$ cat config.mk
export PLATFORM = sky130hd
export DESIGN_NAME = game_round_timer
export DESIGN_NICKNAME = d
export VERILOG_FILES = /design/src/rtl/game_round_timer.sv
export SDC_FILE = /design/constraint.sdc
export NUM_CORES = 1
export LEC_CHECK = 0
export BUFFER_PORTS_ARGS = -buffer_cell sky130_fd_sc_hd__buf_4
export CORE_UTILIZATION = 65
export CTS_BUF_LIST = sky130_fd_sc_hd__clkbuf_4 sky130_fd_sc_hd__clkbuf_8
export CTS_CLUSTER_DIAMETER = 100
export DETAILED_ROUTE_END_ITERATION = 6
export HOLD_SLACK_MARGIN = 0.12
export PLACE_DENSITY = 0.86
export SLEW_MARGIN = 30
export SYNTH_ARGS = -nofsm -noshare
export SYNTH_HDL_FRONTEND = slang
export SYNTH_SLANG_ARGS = --single-unit
$ cat constraint.sdc
create_clock -name clk -period 6.3 [get_ports clk]
set_input_delay 0.315 -clock clk [delete_from_list [all_inputs] [get_ports clk]]
set_output_delay 0.315 -clock clk [all_outputs]
set_load 0.03 [all_outputs]
$ cat src/rtl/game_round_timer.sv
// -----------------------------------------------------------------------------
// game_round_timer
//   Round timer for the GAME state. Loads a round length in seconds when GAME
//   is entered and counts it down with a clock prescaler. The countdown can be
//   frozen with pause. Each clicked_duck pulse adds a saturating time bonus.
//   Drives the HUD (seconds left, warning) and gives the main state machine a
//   one-cycle end_of_time pulse so it can leave GAME.
//
// Ports
//   clk           in   1      system clock
//   rst           in   1      asynchronous, active-high reset
//   state_in      in   2      current top-level game state
//   time_in       in   SEC_W  round length in seconds, sampled on round start
//   pause         in   1      level, high freezes the countdown
//   clicked_duck  in   1      one-cycle pulse per duck hit
//   secs_left     out  SEC_W  remaining whole seconds (registered)
//   sec_tick      out  1      one-cycle pulse per elapsed second (registered)
//   warning       out  1      low-time flag (registered)
//   running       out  1      high while counting or paused (registered)
//   end_of_time   out  1      one-cycle pulse when the round expires (registered)
// -----------------------------------------------------------------------------
module game_round_timer #(
  parameter int unsigned CLK_FREQ_HZ = 75_000_000,
  parameter int unsigned SEC_W       = 8,
  parameter int unsigned BONUS_S     = 2,
  parameter int unsigned WARN_S      = 5,
  parameter logic [1:0]  GAME        = 2'b10
) (
  input  logic             clk,
  input  logic             rst,
  input  logic [1:0]       state_in,
  input  logic [SEC_W-1:0] time_in,
  input  logic             pause,
  input  logic             clicked_duck,
  output logic [SEC_W-1:0] secs_left,
  output logic             sec_tick,
  output logic             warning,
  output logic             running,
  output logic             end_of_time
);

  localparam int unsigned     PRE_W     = $clog2(CLK_FREQ_HZ);
  localparam logic [PRE_W-1:0] PRE_TC   = PRE_W'(CLK_FREQ_HZ - 1);
  localparam logic [SEC_W:0]  BONUS_EXT = (SEC_W+1)'(BONUS_S);
  localparam logic [SEC_W:0]  WARN_EXT  = (SEC_W+1)'(WARN_S);
  localparam logic [SEC_W:0]  ONE_EXT   = (SEC_W+1)'(1);

  typedef enum logic [1:0] {
    IDLE   = 2'b00,
    RUN    = 2'b01,
    PAUSED = 2'b10,
    DONE   = 2'b11
  } state_t;

  state_t             state;
  state_t             state_nxt;
  logic [PRE_W-1:0]   presc;
  logic [PRE_W-1:0]   presc_nxt;
  logic [SEC_W-1:0]   secs_nxt;
  logic [SEC_W:0]     secs_sum;
  logic               tick_nxt;
  logic               eot_nxt;
  logic               run_nxt;
  logic               warn_nxt;

  // Clamp a one-bit-wider second count back into SEC_W bits.
  function automatic logic [SEC_W-1:0] sat_secs(input logic [SEC_W:0] v);
    logic [SEC_W-1:0] r;
    if (v[SEC_W]) begin
      r = {SEC_W{1'b1}};
    end else begin
      r = v[SEC_W-1:0];
    end
    return r;
  endfunction

  // FSM state register.
  always_ff @(posedge clk or posedge rst) begin
    if (rst) begin
      state <= IDLE;
    end else begin
      state <= state_nxt;
    end
  end

  // Next-state logic plus next values of the prescaler and every output.
  always_comb begin
    state_nxt = state;
    presc_nxt = presc;
    secs_nxt  = secs_left;
    secs_sum  = {1'b0, secs_left};
    tick_nxt  = 1'b0;
    eot_nxt   = 1'b0;

    if (state_in != GAME) begin
      // Leaving GAME always wins and discards any pending expiry.
      state_nxt = IDLE;
      presc_nxt = {PRE_W{1'b0}};
      secs_nxt  = {SEC_W{1'b0}};
    end else begin
      case (state)
        IDLE: begin
          presc_nxt = {PRE_W{1'b0}};
          secs_nxt  = time_in;
          if (time_in != {SEC_W{1'b0}}) begin
            state_nxt = RUN;
          end else begin
            state_nxt = DONE;
            eot_nxt   = 1'b1;
          end
        end
        RUN, PAUSED: begin
          if (clicked_duck) begin
            secs_sum = {1'b0, secs_left} + BONUS_EXT;
          end else begin
            secs_sum = {1'b0, secs_left};
          end
          if (pause) begin
            // Frozen: prescaler holds and no tick is produced this cycle.
            state_nxt = PAUSED;
          end else begin
            // An un-paused cycle counts, including the cycle that leaves PAUSED.
            state_nxt = RUN;
            if (presc == PRE_TC) begin
              presc_nxt = {PRE_W{1'b0}};
              tick_nxt  = 1'b1;
              secs_sum  = secs_sum - ONE_EXT;
            end else begin
              presc_nxt = presc + PRE_W'(1);
            end
          end
          secs_nxt = sat_secs(secs_sum);
          // A bonus landing on the final tick keeps the round alive.
          if (tick_nxt && (secs_nxt == {SEC_W{1'b0}})) begin
            state_nxt = DONE;
            eot_nxt   = 1'b1;
          end else begin
            eot_nxt   = 1'b0;
          end
        end
        DONE: begin
          presc_nxt = {PRE_W{1'b0}};
          secs_nxt  = {SEC_W{1'b0}};
        end
        default: begin
          state_nxt = IDLE;
          presc_nxt = {PRE_W{1'b0}};
          secs_nxt  = {SEC_W{1'b0}};
        end
      endcase
    end

    run_nxt  = (state_nxt == RUN) || (state_nxt == PAUSED);
    warn_nxt = run_nxt && (secs_nxt != {SEC_W{1'b0}}) &&
               ({1'b0, secs_nxt} <= WARN_EXT);
  end

  // Prescaler and registered outputs.
  always_ff @(posedge clk or posedge rst) begin
    if (rst) begin
      presc       <= {PRE_W{1'b0}};
      secs_left   <= {SEC_W{1'b0}};
      sec_tick    <= 1'b0;
      warning     <= 1'b0;
      running     <= 1'b0;
      end_of_time <= 1'b0;
    end else begin
      presc       <= presc_nxt;
      secs_left   <= secs_nxt;
      sec_tick    <= tick_nxt;
      warning     <= warn_nxt;
      running     <= run_nxt;
      end_of_time <= eot_nxt;
    end
  end

endmodule

Word level (Yosys, flattened, before mapping)
Index checks and enable logic that the tools add are counted.
Widths: inputs -> output; s select.
- memories kept: 0
- bits in read-only memories: 0
- latch bits: 0
- word-level logic and storage cells: 60
- RAM bits: 0
- register bits after elaboration: 41
- add/sub/neg operators: 3
- reductions and logical operators: 10
- shift-type cells: 0
- $mul: 0
- $lt $le $gt $ge: 1
- div/mod/pow operators: 0
- bitwise operators: 0
- muxes and demuxes: 31
- equality and inequality tests: 8
- operators with widths (cell ; number):
    $mux 27 ; 3
    $mux 9 ; 7
    $pmux 27 s2 ; 1
    $mux 8 ; 4
    $add 27x1->27 const B ; 1
    $eq 27x27->1 const B ; 1
    $pmux 8 s3 ; 1
    $reduce_bool 8->1 ; 2
    $add 8x2->9 const B ; 1
    $mux 1 ; 9
    $sub 9x1->9 const B ; 1
    $le 8x3->1 const B ; 1
    $logic_not 8->1 ; 1
    $mux 2 ; 4
    $eq 2x2->1 const B ; 3
    $eq 2x1->1 const B ; 2
    $pmux 2 s2 ; 1
    $reduce_or 2->1 ; 2
    $logic_and 1x1->1 ; 3
    $ne 3x3->1 const B ; 1
    $logic_not 2->1 ; 1
    $ne 2x2->1 const B ; 1
    $pmux 1 s2 ; 1
    $logic_or 1x1->1 ; 1

Depth between registers and ports, before layout
Gate-level depths: netlist of run 1.
- word-level depth: 21
- mapped depth: 12

Worst setup path before layout of run 1
No wires, ideal clock.
- path type: register to register
- from: register secs_left[1]
- to: register warning
- period minus slack after synthesis: 3.134 ns
- stages on the path, launching flop included: 12
- path buffers: 0
- slack: 3.166 ns
- arrival: 3.040 ns
- path through: dfrtp_1 xnor2_1 ha_1 or2b_1 nor4b_1 o2111a_2 a31o_4 o41ai_2 o21ai_1 o311ai_1 or4b_4 nor4b_4
- cells in the longest elaborated chain, start to end: 21
- elaborated cells on any way between the ends: 26
- ends and longest elaborated chain (what ; line ; source):
    start: declaration ; 35 ; output logic [SEC_W-1:0] secs_left,
    start signal: assignment ; 162 ; secs_left <= {SEC_W{1'b0}};
    start signal: assignment ; 169 ; secs_left <= secs_nxt;
    $add 8x2->9 ; 114 ; secs_sum = {1'b0, secs_left} + BONUS_EXT;
    $mux 9 (*) ; 113 ; if (clicked_duck) begin
    $mux 9 (*) ; 101 ; case (state)
    $mux 9 (*) ; 95 ; if (state_in != GAME) begin
    $sub 9x1->9 ; 127 ; secs_sum = secs_sum - ONE_EXT;
    $mux 9 ; 124 ; if (presc == PRE_TC) begin
    $mux 9 (*) ; 118 ; if (pause) begin
    $mux 9 (*) ; 101 ;
    [6 not listed] ; - ;
    $mux 2 ; 134 ; if (tick_nxt && (secs_nxt == {SEC_W{1'b0}})) begin
    $pmux 2 s2 ; 101 ;
    $mux 2 ; 95 ;
    $eq 2x1->1 / $eq 2x2->1 (equally long branches) ; 153 ; run_nxt = (state_nxt == RUN) || (state_nxt == PAUSED);
    $logic_or 1x1->1 ; 153 ;
    $logic_and 1x1->1 ; 154 ; warn_nxt = run_nxt && (secs_nxt != {SEC_W{1'b0}}) &&
    $logic_and 1x1->1 (*) ; 154 ;
    net warn_nxt ; 64 ; logic warn_nxt;
    end signal: assignment ; 171 ; warning <= warn_nxt;
    end: declaration ; 37 ; output logic warning,
Mark *: on every way through the listed nets, which the timed path passes. The rest lies on a longest branch. The select of a mux whose other input is x is not followed.
A chain may end at the register's enable or synchronous reset.

Final worst setup path of run 1
- from: register secs_left[1]
- to: register warning
- cells in the longest elaborated chain, start to end: 21
- elaborated cells on any way between the ends: 26
- ends and longest elaborated chain (what ; line ; source):
    $add 8x2->9 ; 114 ;
    $mux 9 (*) ; 113 ;
    $mux 9 (*) ; 101 ;
    $mux 9 (*) ; 95 ;
    $sub 9x1->9 ; 127 ;
    $mux 9 ; 124 ;
    $mux 9 (*) ; 118 ;
    $mux 9 (*) ; 101 ;
    [6 not listed] ; - ;
    $mux 2 (*) ; 134 ;
    $pmux 2 s2 (*) ; 101 ;
    $mux 2 (*) ; 95 ;
    $eq 2x1->1 / $eq 2x2->1 (equally long branches) ; 153 ;
    $logic_or 1x1->1 (*) ; 153 ;
    net run_nxt ; 63 ; logic run_nxt;
    $logic_and 1x1->1 (*) (2 in a row) ; 154 ;
    net warn_nxt ; 64 ;
Marked as above.

==> results by group, run 1 <==
Floorplanning
  – Num ports: 26
  – Die height: 66.1 um
  – Starting density of the core: between 70% and 80%
  – Die area: ~0.0044 mm2
  – Die width: roughly 66 um
  – Row count: 22
  – Core area: around 0.0038 mm2

Power and ir drop
  – Clk pwr share: 39.4%
  – Combinational share of power: between 10% and 20%
  – VDD IR max: 0.150 mV
  – Sw frac: approximately 25%
  – P_sw: about 140 uW
  – Seq pwr share: between 40% and 50%
  – Cell Int Power: ~410 uW
  – Leak Pwr: 0.00131 uW
  – Power density over the cells: 186 mW/mm2

Clock tree
  – H-tree depth: 2
  – Clk Latency, worst-skew pair: approximately 0.3 ns
  – # hold bufs at CTS: 0
  – CTS Buf Count: 5
  – Max Buffers Root-to-Sink: 2
  – # Post-CTS Setup Buffers: 0
  – Clock sinks: a little over 40
  – PostCTS Resize Cnt: 0
  – CTS tree: done
  – Root buf cell: clkbuf_8
  – Clock-pin slew on the worst setup and hold paths: 0.08 ns

Worst setup path
  – Crit path buffers/inverters: 0
  – Slowest stage cell, crit path: dfrtp_1
  – Worst R2R Start: secs_left[1]
  – Crit. End Element: flip-flop
  – Crit path max fanout: 8
  – Worst EP arrival: 3.54 ns
  – Top Family by Delay on Critical Path: simple AND/OR/NAND/NOR gates
  – Critical path origin: secs_left[1]
  – Setup Crit Path Kind: reg2reg
  – Max incr delay on CP: ~0.47 ns
  – CP required: 6.51 ns
  – Crit start category: flip-flop
  – CP Cell Sequence: xnor2_1, ha_1, or2b_1, nor4b_1, o2111a_2, xor2_1, nand2_1, o31ai_1, o31ai_2, xnor2_1, nor4b_4
  – Top cell by count, worst path: xnor2_1

Synth
  – Average cell area after synthesis: 8.56 um2
  – Post-synthesis adder-cell area fraction: 3.28%
  – #FFs+latches synth: between 40 and 50
  – Mux cell area share after synthesis: less than 1%
  – Asr flop ratio synth: 100%
  – Post-Syn Nets: roughly 330
  – Synth warnings: 0
  – Cells after Synth: 312
  – Compound-gate portion of the synthesized area: 15.1%
  – Synth Area in Simple Gates: between 30% and 40%
  – Cell area after synthesis: between 0.002 and 0.003 mm2
  – Largest family of logic cells by synthesized area: simple AND/OR/NAND/NOR gates
  – Seq/Total Area, Yosys: about two fifths
  – Post-synth EDFFs: 0
  – Xor-xnor portion of the synthesized cell area: a little under 8%
  – Netlist cell types: 56
  – Main synth FF type: dfrtp_1

Finish
  – Layout Nets: 355
  – Final Non-Filler Cells: about 380
  – Layout cells sized above 1: between 10% and 20%
  – Most frequent cells in the layout: nand2_1, dfrtp_1, o21ai_0
  – Area Overhead vs Synth: 11.6%
  – Commonest non-fill, non-tap cell in the layout: nand2_1
  – Diode count: 0
  – Util after Layout: around 78%
  – Design area: 0.00298 mm2

Timing
  – Fmax: approximately 300 MHz
  – Tmin final: roughly 3.3 ns
  – Setup TNS Final: 0 ns
  – Slew Limit Fails: 0
  – Worst-margin pin slew: approximately 0.93 ns
  – Hold Fails Final Rpt: 0
  – Slew Limit Headroom: a little under two fifths
  – RSZ-0062 raised after global routing: no
  – Setup WS post-layout: just under 3 ns
  – Final Skew: 0.00905 ns
  – Tcrit/Tclk final: 52.8%
  – # setup viols final: 0

Global routing
  – Total Routing Usage GR: 30.2%
  – First-pass GRT wire length: 9.82 mm
  – Number of global-route vias before repair: roughly 2100
  – Initial antenna violation count: 0
  – GR Overflow Total: 0
  – Largest net degree at the start of global routing: 42

Routing
  – Drt wl/cell: between 15 and 20 um
  – Via count: between 2000 and 2500
  – Via-to-Cell Ratio: between 6 and 7
  – DR iter-0 viols: between 200 and 250
  – DRT Pass-1 Iters: 5
  – Detail Route Antenna Nets: 0
  – Final WL: just under 6 mm
  – DRC viols: 0

Min path
  – Hold WC Path Type: in2async

Placed design
  – Placed inst area: 0.00286 mm2
  – DP Worst Slack: 3.04 ns
  – Cells after DPL: between 300 and 400
  – Global placement routability congestion: ~1
  – IO buf count: 25
  – Post-detail-place hpwl: 4.26 mm

Run
  – Max Cap Viol: 0

Outcome
  – Status: finished clean
-- layout make-up --
type,count,area [um2]
clock buffer,6,76.3
clock inverter,2,38.8
fill,260,820
inverter,9,33.8
multi-input combinational,251,1550
sequential,41,1030
tap,48,60.1
timing repair buffer,26,195
-- worst paths after layout --
check / cells after the start / to / slack [ns]
min in group clk: 3 / secs_left[5] / 0.26
hold reg to reg: 1 / presc[20] / 0.51
setup reg to reg: 11 / warning / 2.97
hold / removal: 3 / presc[1] / 0.15
setup / recovery: 11 / warning / 2.97
max in group asynchronous: 3 / secs_left[5] / 5.78
-- sequential cells by signal (all words and copies together), names as in the netlist --
register / flops
end_of_time: 1
presc: 27
running: 1
sec_tick: 1
secs_left: 8
state: 2
warning: 1
-- cell usage after synthesis (2+ instances only) --
master / instances / area (um2)
nand2_1: 67 / 251
dfrtp_1: 41 / 1030
o21ai_0: 37 / 185
nor2_1: 16 / 60.1
nand3_1: 13 / 65.1
xnor2_1: 13 / 114
xor2_1: 11 / 96.3
inv_1: 9 / 33.8
clkbuf_1: 8 / 30.0
nor3_1: 8 / 40.0
a21oi_1: 7 / 35.0
and3_1: 7 / 43.8
ha_1: 7 / 87.6
and3_2: 6 / 45.0
nand4_1: 6 / 37.5
nor4_1: 5 / 31.3
and2_1: 3 / 18.8
o31ai_1: 3 / 22.5
or3_1: 3 / 18.8
a31oi_1: 2 / 12.5
buf_6: 2 / 22.5
o21ai_1: 2 / 10.0
or2b_1: 2 / 15.0
or4bb_1: 2 / 22.5
-- through the flow --
step	hold slack (ns)	total power, uW
CTS	0.172	555
global placement	0.476	339
finish	0.147	554
floorplan	0.428	319
global route	0.198	573
detailed placement	0.482	340
-- layer usage --
layer / up-vias / GRT usage (%) / wire [um]
li1: 1150 / - / -
met1: 1131 / 43.8 / 2820
met2: 89 / 43.6 / 2630
met3: 10 / 6.03 / 424
met4: 0 / 12.2 / 92
met5: - / 0 / 0
-- worst reg2reg max path, cell delays in order, from the launching register on --
cell	delay [ns]
dfrtp_1	0.47
xnor2_1	0.27
ha_1	0.24
or2b_1	0.25
nor4b_1	0.34
o2111a_2	0.31
xor2_1	0.17
nand2_1	0.10
o31ai_1	0.43
o31ai_2	0.13
xnor2_1	0.29
nor4b_4	0.24
-- power groups by stage --
stage	Sequential (uW)	Combinational [uW]	Clock (uW)
floorplan	281	38.6	0
global placement	276	62.5	0
detailed placement	277	63.4	0
CTS	271	63.9	219
global route	272	71.2	230
finish	272	64.5	218
-- logic make-up (layout without fill, tap and decap cells) --
family                   count (synthesis)  count (layout)
AND/OR/NAND/NOR                        154             154
AO/OA/AOI/OAI                           64              64
flip-flops                              41              41
XOR/XNOR                                24              24
buffers and inverters                   20              43
adder cells (fa/ha/maj)                  7               7
multiplexers                             2               2
(Power assumes the default switching activity.)
==> run 2: changes to the inputs <==
ABC_AREA = 1   (was not set)
CORE_UTILIZATION = 62   (was 65)
PLACE_DENSITY = 0.82   (was 0.86)
clock period = 3.35 ns   (was 6.3 ns; I/O delays follow)
==> run 2 against run 1 <==
Sequential cell count unchanged. Clock power increased by 98%. Count of clock-buffer cells in the layout increased by 1. Critical path type unchanged. Critical endpoint is now running.
==> results by group, run 2 <==
Clock tree
  – Root buf cell: clkbuf_8
  – Max Buffers Root-to-Sink: 2 (unchanged)
  – H-tree depth: 2 (unchanged)
  – Clk Latency, worst-skew pair: 0.30 ns (about the same)
  – Clock-pin slew on the worst setup and hold paths: 0.09 ns (about the same)
  – CTS tree: done
  – CTS Buf Count: 5 (unchanged)
  – # Post-CTS Setup Buffers: 0 (unchanged)
  – # hold bufs at CTS: 1 (+1)
  – Clock sinks: 41 (unchanged)
  – PostCTS Resize Cnt: 0 (unchanged)

Global routing
  – Initial antenna violation count: 0 (unchanged)
  – First-pass GRT wire length: 12.5 mm (+27%)
  – Number of global-route vias before repair: 2751 (+29%)
  – GR Overflow Total: 0 (unchanged)
  – Largest net degree at the start of global routing: 42 (unchanged)
  – Total Routing Usage GR: 30.7% (+0.52 points)

Synth
  – Asr flop ratio synth: 100% (unchanged)
  – #FFs+latches synth: 41 (unchanged)
  – Average cell area after synthesis: 6.49 um2 (-24%)
  – Area share of the largest cell type after synthesis: 33.1% (-5.3 points)
  – Most common cell in the netlist: nand2_1
  – Netlist cell types: 31 (-45%)
  – Main synth FF type: dfrtp_1
  – Cells after Synth: 477 (+53%)
  – Synth warnings: 0 (unchanged)
  – Seq/Total Area, Yosys: 33.1% (-5.3 points)
  – Mux cell area share after synthesis: 0% (-0.80 points)
  – Post-Syn Nets: 498 (+50%)
  – Synth area leaders: dfrtp_1, nand2_1, inv_1
  – Post-synthesis adder-cell area fraction: 2.83% (-0.45 points)
  – Cell area after synthesis: 0.00310 mm2 (+16%)
  – Leading area contributor after synthesis: dfrtp_1
  – Largest family of logic cells by synthesized area: simple AND/OR/NAND/NOR gates
  – Synth Area in Simple Gates: 41.5% (+11 points)
  – Post-synth EDFFs: 0 (unchanged)
  – Xor-xnor portion of the synthesized cell area: 1.70% (-6.2 points)
  – Most frequent cells after synthesis: nand2_1, inv_1, nor2_1
  – Compound-gate portion of the synthesized area: 9.86% (-5.3 points)

Routing
  – Detail Route Antenna Nets: 0 (unchanged)
  – Final WL: 7.31 mm (+22%)
  – DRC viols: 0 (unchanged)
  – DRT Pass-1 Iters: 5 (unchanged)
  – Drt wl/cell: 12.7 um (-19%)
  – Via-to-Cell Ratio: 5.29 (-15%)
  – Via count: 3046 (+28%)
  – DR iter-0 viols: 259 (+25%)

Floorplanning
  – Starting density of the core: 65.1% (-5.2 points)
  – Row count: 25 (+14%)
  – Die area: 0.00528 mm2 (+21%)
  – Core area: 0.00475 mm2 (+25%)
  – Die width: 72.7 um (+10%)
  – Num ports: 26 (unchanged)
  – Die height: 72.7 um (+10%)

Power and ir drop
  – Leak Pwr: 0.00173 uW (+31%)
  – Power density over the cells: 307 mW/mm2 (+65%)
  – VDD IR max: 0.362 mV (+140%)

Worst setup path
  – Worst reg2reg path endpoint: running
  – Worst setup path end: running
  – Crit path max fanout: 5 (-3)
  – Top cell by count, worst path: nand2_1
  – Crit. End Element: flip-flop
  – CP Cell Sequence: ha_1, nand2_1, nand3_1, nor2_1, nand4_1, nor2_1, nand2_1, nand2_1, inv_1, nor2_2, nand3_2, nand3_2, nand3_1, nand2_1, inv_1
  – Number of cells on the worst reg-to-reg path: 15 (+4)
  – Worst EP arrival: 2.56 ns (-0.98 ns)
  – Slowest stage cell, crit path: dfrtp_1
  – Max incr delay on CP: 0.44 ns (-0.03 ns)
  – Top Family by Delay on Critical Path: simple AND/OR/NAND/NOR gates
  – Setup Crit Path Kind: reg2reg
  – Worst path depth: 15 (+4)
  – Worst R2R Start: secs_left[1]
  – CP required: 3.54 ns (-2.97 ns)
  – Critical path origin: secs_left[1]
  – Crit start category: flip-flop
  – Crit path buffers/inverters: 2 (+2)
  – R2r setup slk: 0.98 ns (-1.99 ns)

Timing
  – Slew Limit Headroom: 64.8% (+27 points)
  – Hold Fails Final Rpt: 0 (unchanged)
  – Setup TNS Final: 0 ns (unchanged)
  – Final Skew: 0.0123 ns (+0.00323 ns)
  – # setup viols final: 0 (unchanged)
  – Slew Limit Fails: 0 (unchanged)
  – Tmin final: 2.37 ns (-0.957 ns)
  – Worst-margin pin slew: 0.527 ns (-0.402 ns)
  – Tcrit/Tclk final: 70.8% (+18 points)
  – RSZ-0062 raised after global routing: no
  – Fmax: 422 MHz (+40%)

Finish
  – Max FFs per register: 27 (unchanged)
  – Layout cells sized above 1: 16.7% (-0.017 points)
  – Largest reg by FF count: presc
  – Layout Nets: 529 (+49%)
  – Design area: 0.00349 mm2 (+17%)
  – Regs by FF count: presc: 27 flops, secs_left: 8 flops, state: 2 flops
  – Diode count: 0 (unchanged)
  – Area Overhead vs Synth: 12.8%
  – Most frequent cells in the layout: nand2_1, inv_1, nor2_1
  – Commonest non-fill, non-tap cell in the layout: nand2_1

Outcome
  – Status: finished clean

Placed design
  – Global placement routability congestion: 0.914 (-7.3%)
  – Placed inst area: 0.00336 mm2 (+17%)
  – IO buf count: 25 (unchanged)
  – Post-detail-place hpwl: 5.56 mm (+31%)

Min path
  – Hold WC Path Type: in2reg

Run
  – Max Cap Viol: 0 (unchanged)
## run 2: cell families (layout without fill, tap and decap cells)
logic type | Yosys count | count (layout)
and+or+nand+nor | 279 | 279
buffers and inverters | 88 | 120
AOI/OAI and AO/OA | 56 | 56
DFF | 41 | 41
adders and majority gates | 7 | 7
xor gates and xnor gates | 6 | 6
## run 2: per-stage QoR
step           setup WS, ns  hold slack [ns]  util, %  instances  total power, uW
6_report              0.978            0.160     73.5        576             1070
5_1_grt               0.758            0.161     73.5        576             1120
4_1_cts                1.01            0.145     73.5        576             1080
3_5_place_dp           1.04            0.349     70.7        567              649
3_3_place_gp           1.07            0.335     70.7        567              647
2_1_floorplan          1.17            0.329        -        477              606
## run 2: per-layer routing
metal / share of wire [%] / GRT usage, % / wire [um]
met5: 0 / 0 / 0
met4: 0.57 / 7.19 / 42
met3: 6.1 / 5.25 / 443
met2: 43 / 45.6 / 3160
met1: 50 / 46.4 / 3660
## run 2: how the worst min path moves through the flow
stage / start / to / slack (ns) / cells after the start
after CTS: time_in[5] / secs_left[5] / 0.14 / 3
after floorplan: time_in[5] / secs_left[5] / 0.33 / 2
after global routing: time_in[5] / secs_left[5] / 0.16 / 3
final: time_in[5] / secs_left[5] / 0.16 / 3
after detailed placement: rst / state[0] / 0.35 / 3
after global placement: rst / state[0] / 0.33 / 3
## run 2: cell type report
type,count,area [um2]
Multi-Input combinational cell,348,1730
Timing Repair Buffer,29,220
Clock buffer,7,90.1
Tap cell,67,83.8
Inverter,83,312
Fill cell,412,1260
Clock inverter,1,30.0
Sequential cell,41,1030
## run 2: power by group
| part | total, uW | switching, uW | internal, uW |
|---|---|---|---|
| logic | 133 | 88.5 | 44.9 |
| clock network | 432 | 181 | 251 |
| registers | 507 | 6.55 | 501 |
## run 2: worst reg2reg max path, cell delays in order, from the launching register on
cell and delay (ns):
dfrtp_1 0.44, ha_1 0.31, nand2_1 0.09, nand3_1 0.09
nor2_1 0.19, nand4_1 0.19, nor2_1 0.19, nand2_1 0.07
nand2_1 0.10, inv_1 0.06, nor2_2 0.10, nand3_2 0.12
nand3_2 0.09, nand3_1 0.07, nand2_1 0.11, inv_1 0.05
==> run 3: changes to the inputs <==
CORE_UTILIZATION = 56   (was 62)
PLACE_DENSITY = 0.78   (was 0.82)
clock period = 2.1 ns   (was 3.35 ns; I/O delays follow)
==> run 3 against run 2 <==
Utilization rose by 15 points. Non-clock buffer count rose by 88. Total power rose by 73%. The run now ends with negative setup slack left. Final cell count rose by 16%. Die area rose by 10%. Worst setup slack got worse by 1.5 ns. Clock power rose by 63%. Design area rose by 32%.
==> results by group, run 3 (synthesis results as in run 2) <==
Outcome
  – Status: finished with violations
  – Failing checks: negative setup slack

Power and ir drop
  – VDD IR max: 0.403 mV (+11%)
  – Leak Pwr: 0.00230 uW (+33%)
  – Power density over the cells: 400 mW/mm2 (+30%)
  – Tot Pwr: 1850 uW (+73%)

Floorplanning
  – Core area: 0.00520 mm2 (+9.5%)
  – Row count: 26 (+4.0%)
  – Die width: 76.4 um (+5.1%)
  – Die height: 76.4 um (+5.1%)
  – Num ports: 26 (unchanged)
  – Die area: 0.00583 mm2 (+10%)
  – Starting density of the core: 59.5% (-5.6 points)

Clock tree
  – Clk Latency, worst-skew pair: 0.31 ns (about the same)
  – CTS tree: done
  – CTS Buf Count: 5 (unchanged)
  – H-tree depth: 2 (unchanged)
  – Max Buffers Root-to-Sink: 2 (unchanged)
  – Clock-pin slew on the worst setup and hold paths: 0.08 ns (about the same)
  – Clock sinks: 41 (unchanged)
  – Root buf cell: clkbuf_8

Global routing
  – Initial antenna violation count: 0 (unchanged)
  – Total Routing Usage GR: 33.7% (+3.1 points)
  – GR Overflow Total: 0 (unchanged)
  – First-pass GRT wire length: 15.7 mm (+26%)
  – Largest net degree at the start of global routing: 42 (unchanged)
  – Number of global-route vias before repair: 3520 (+28%)

Timing
  – Setup WS post-layout: -0.472 ns (-1.45 ns)
  – Hold Fails Final Rpt: 0 (unchanged)
  – Tcrit/Tclk final: 122% (+52 points)
  – RSZ-0062 raised after global routing: yes
  – # setup viols final: 23 (+23)
  – Fmax: 389 MHz (-7.8%)
  – Tmin final: 2.57 ns (+0.200 ns)
  – Slew Limit Headroom: 58.1% (-6.8 points)
  – Final Skew: 0.00930 ns (-0.00298 ns)
  – Setup TNS Final: -3.94 ns (-3.94 ns)
  – Worst-margin pin slew: 0.628 ns (+0.101 ns)
  – Slew Limit Fails: 0 (unchanged)

Worst setup path
  – CP required: 2.30 ns (-1.24 ns)
  – Crit path buffers/inverters: 4 (+2)
  – Worst EP arrival: 2.77 ns (+0.21 ns)
  – Top Family by Delay on Critical Path: simple AND/OR/NAND/NOR gates
  – Crit. End Element: flip-flop
  – Max incr delay on CP: 0.41 ns (-0.03 ns)
  – Top cell by count, worst path: nand2_2
  – Setup Crit Path Kind: reg2reg
  – CP Cell Sequence: nor2_2, nand2_2, inv_2, nand2_2, nor2_2, buf_4, nand4_1, nor2_1, buf_4, buf_6, nand3_4, nand3_2, nand2_2, nand2_2, nand2_2, nand2_1, nor2_1, nand3_1, nor2_2
  – Crit start category: flip-flop
  – Crit path max fanout: 3 (-2)
  – Slowest stage cell, crit path: dfrtp_1

Placed design
  – IO buf count: 25 (unchanged)
  – Global placement routability congestion: 0.930 (+1.8%)
  – Post-detail-place hpwl: 6.36 mm (+14%)

Min path
  – Hold WC Path Type: in2reg

Run
  – Max Cap Viol: 0 (unchanged)

Routing
  – DRT Pass-1 Iters: 6 (+1)
  – Via-to-Cell Ratio: 6.21 (+17%)
  – DRC viols: 0 (unchanged)
  – Detail Route Antenna Nets: 0 (unchanged)
  – Via count: 4144 (+36%)
  – DR iter-0 viols: 613 (+140%)
  – Drt wl/cell: 19.0 um (+50%)
  – Final WL: 12.7 mm (+74%)

Finish
  – Max FFs per register: 27 (unchanged)
  – Diode count: 0 (unchanged)
  – Commonest non-fill, non-tap cell in the layout: nand2_1
  – Layout Nets: 617 (+17%)
  – Area Overhead vs Synth: 49.4%
  – Largest reg by FF count: presc
  – Fillers: 231 (-44%)
  – Layout cells sized above 1: 42.4% (+26 points)
  – Regs by FF count: presc: 27 flops, secs_left: 8 flops, state: 2 flops
  – Most frequent cells in the layout: nand2_1, buf_4, inv_1
run 3: tightest hold or removal path: cells and delay by family:
kind / cells / cell delay, ns
simple gates: 2 / 0.17
buf+inv: 1 / 0.08
compound gates: 1 / 0.10
run 3: worst paths after layout:
kind | end | cells after the start | slack [ns] | start
setup / recovery | warning | 19 | -0.47 | presc[25]
hold / removal | end_of_time | 4 | 0.20 | time_in[6]
setup reg to reg | warning | 19 | -0.47 | presc[25]
hold reg to reg | presc[14] | 2 | 0.58 | presc[14]
max in group asynchronous | secs_left[1] | 4 | 1.15 | rst
min in group asynchronous | state[1] | 4 | 0.53 | rst
run 3: timing repair:
item | 4_1_cts | 5_1_grt
endpoints found under the setup margin | 8 | 30
hold buffers | 1 | 0
hold endpoints to repair | 41 | 0
resized for setup | 29 | 93
buffers inserted | 11 | 13
gates cloned | 0 | 1
pin swaps | 15 | 49
run 3: metal layers:
| layer | wire, um | vias up | global-route usage (%) |
|---|---|---|---|
| met5 | 0 | - | 0 |
| met4 | 1070 | 0 | 14.0 |
| met3 | 1420 | 148 | 5.99 |
| met2 | 5780 | 366 | 56.8 |
| met1 | 4430 | 1884 | 42.6 |
| li1 | - | 1746 | - |
run 3: cell type report:
| class | instances | area [um2] | share of cell area, % |
|---|---|---|---|
| sequential | 41 | 1030 | 22.2 |
| clock inverter | 1 | 30.0 | 0.649 |
| clock buffer | 7 | 90.1 | 1.95 |
| tap | 70 | 87.6 | 1.89 |
| inverter | 83 | 314 | 6.79 |
| multi-input combinational | 348 | 2170 | 46.8 |
| timing repair buffer | 117 | 911 | 19.7 |
run 3: power breakdown:
part / switching, uW / internal [uW] / total, uW
Clock: 301 / 401 / 702
Combinational: 208 / 130 / 337
Sequential: 14.2 / 799 / 813
Total: 523 / 1330 / 1850
run 3: metrics by stage:
step / util, % / worst slack (ns) / hold WS (ns) / std cells / instance area, um2
after floorplan: - / 0.00243 / 0.266 / 477 / 3100
after global placement: 74.1 / -0.157 / 0.273 / 635 / 3860
after detailed placement: 74.1 / -0.235 / 0.283 / 635 / 3860
after CTS: 80.4 / -0.155 / 0.153 / 655 / 4180
after global routing: 88.9 / -0.593 / 0.205 / 667 / 4630
final: 88.9 / -0.472 / 0.201 / 667 / 4630
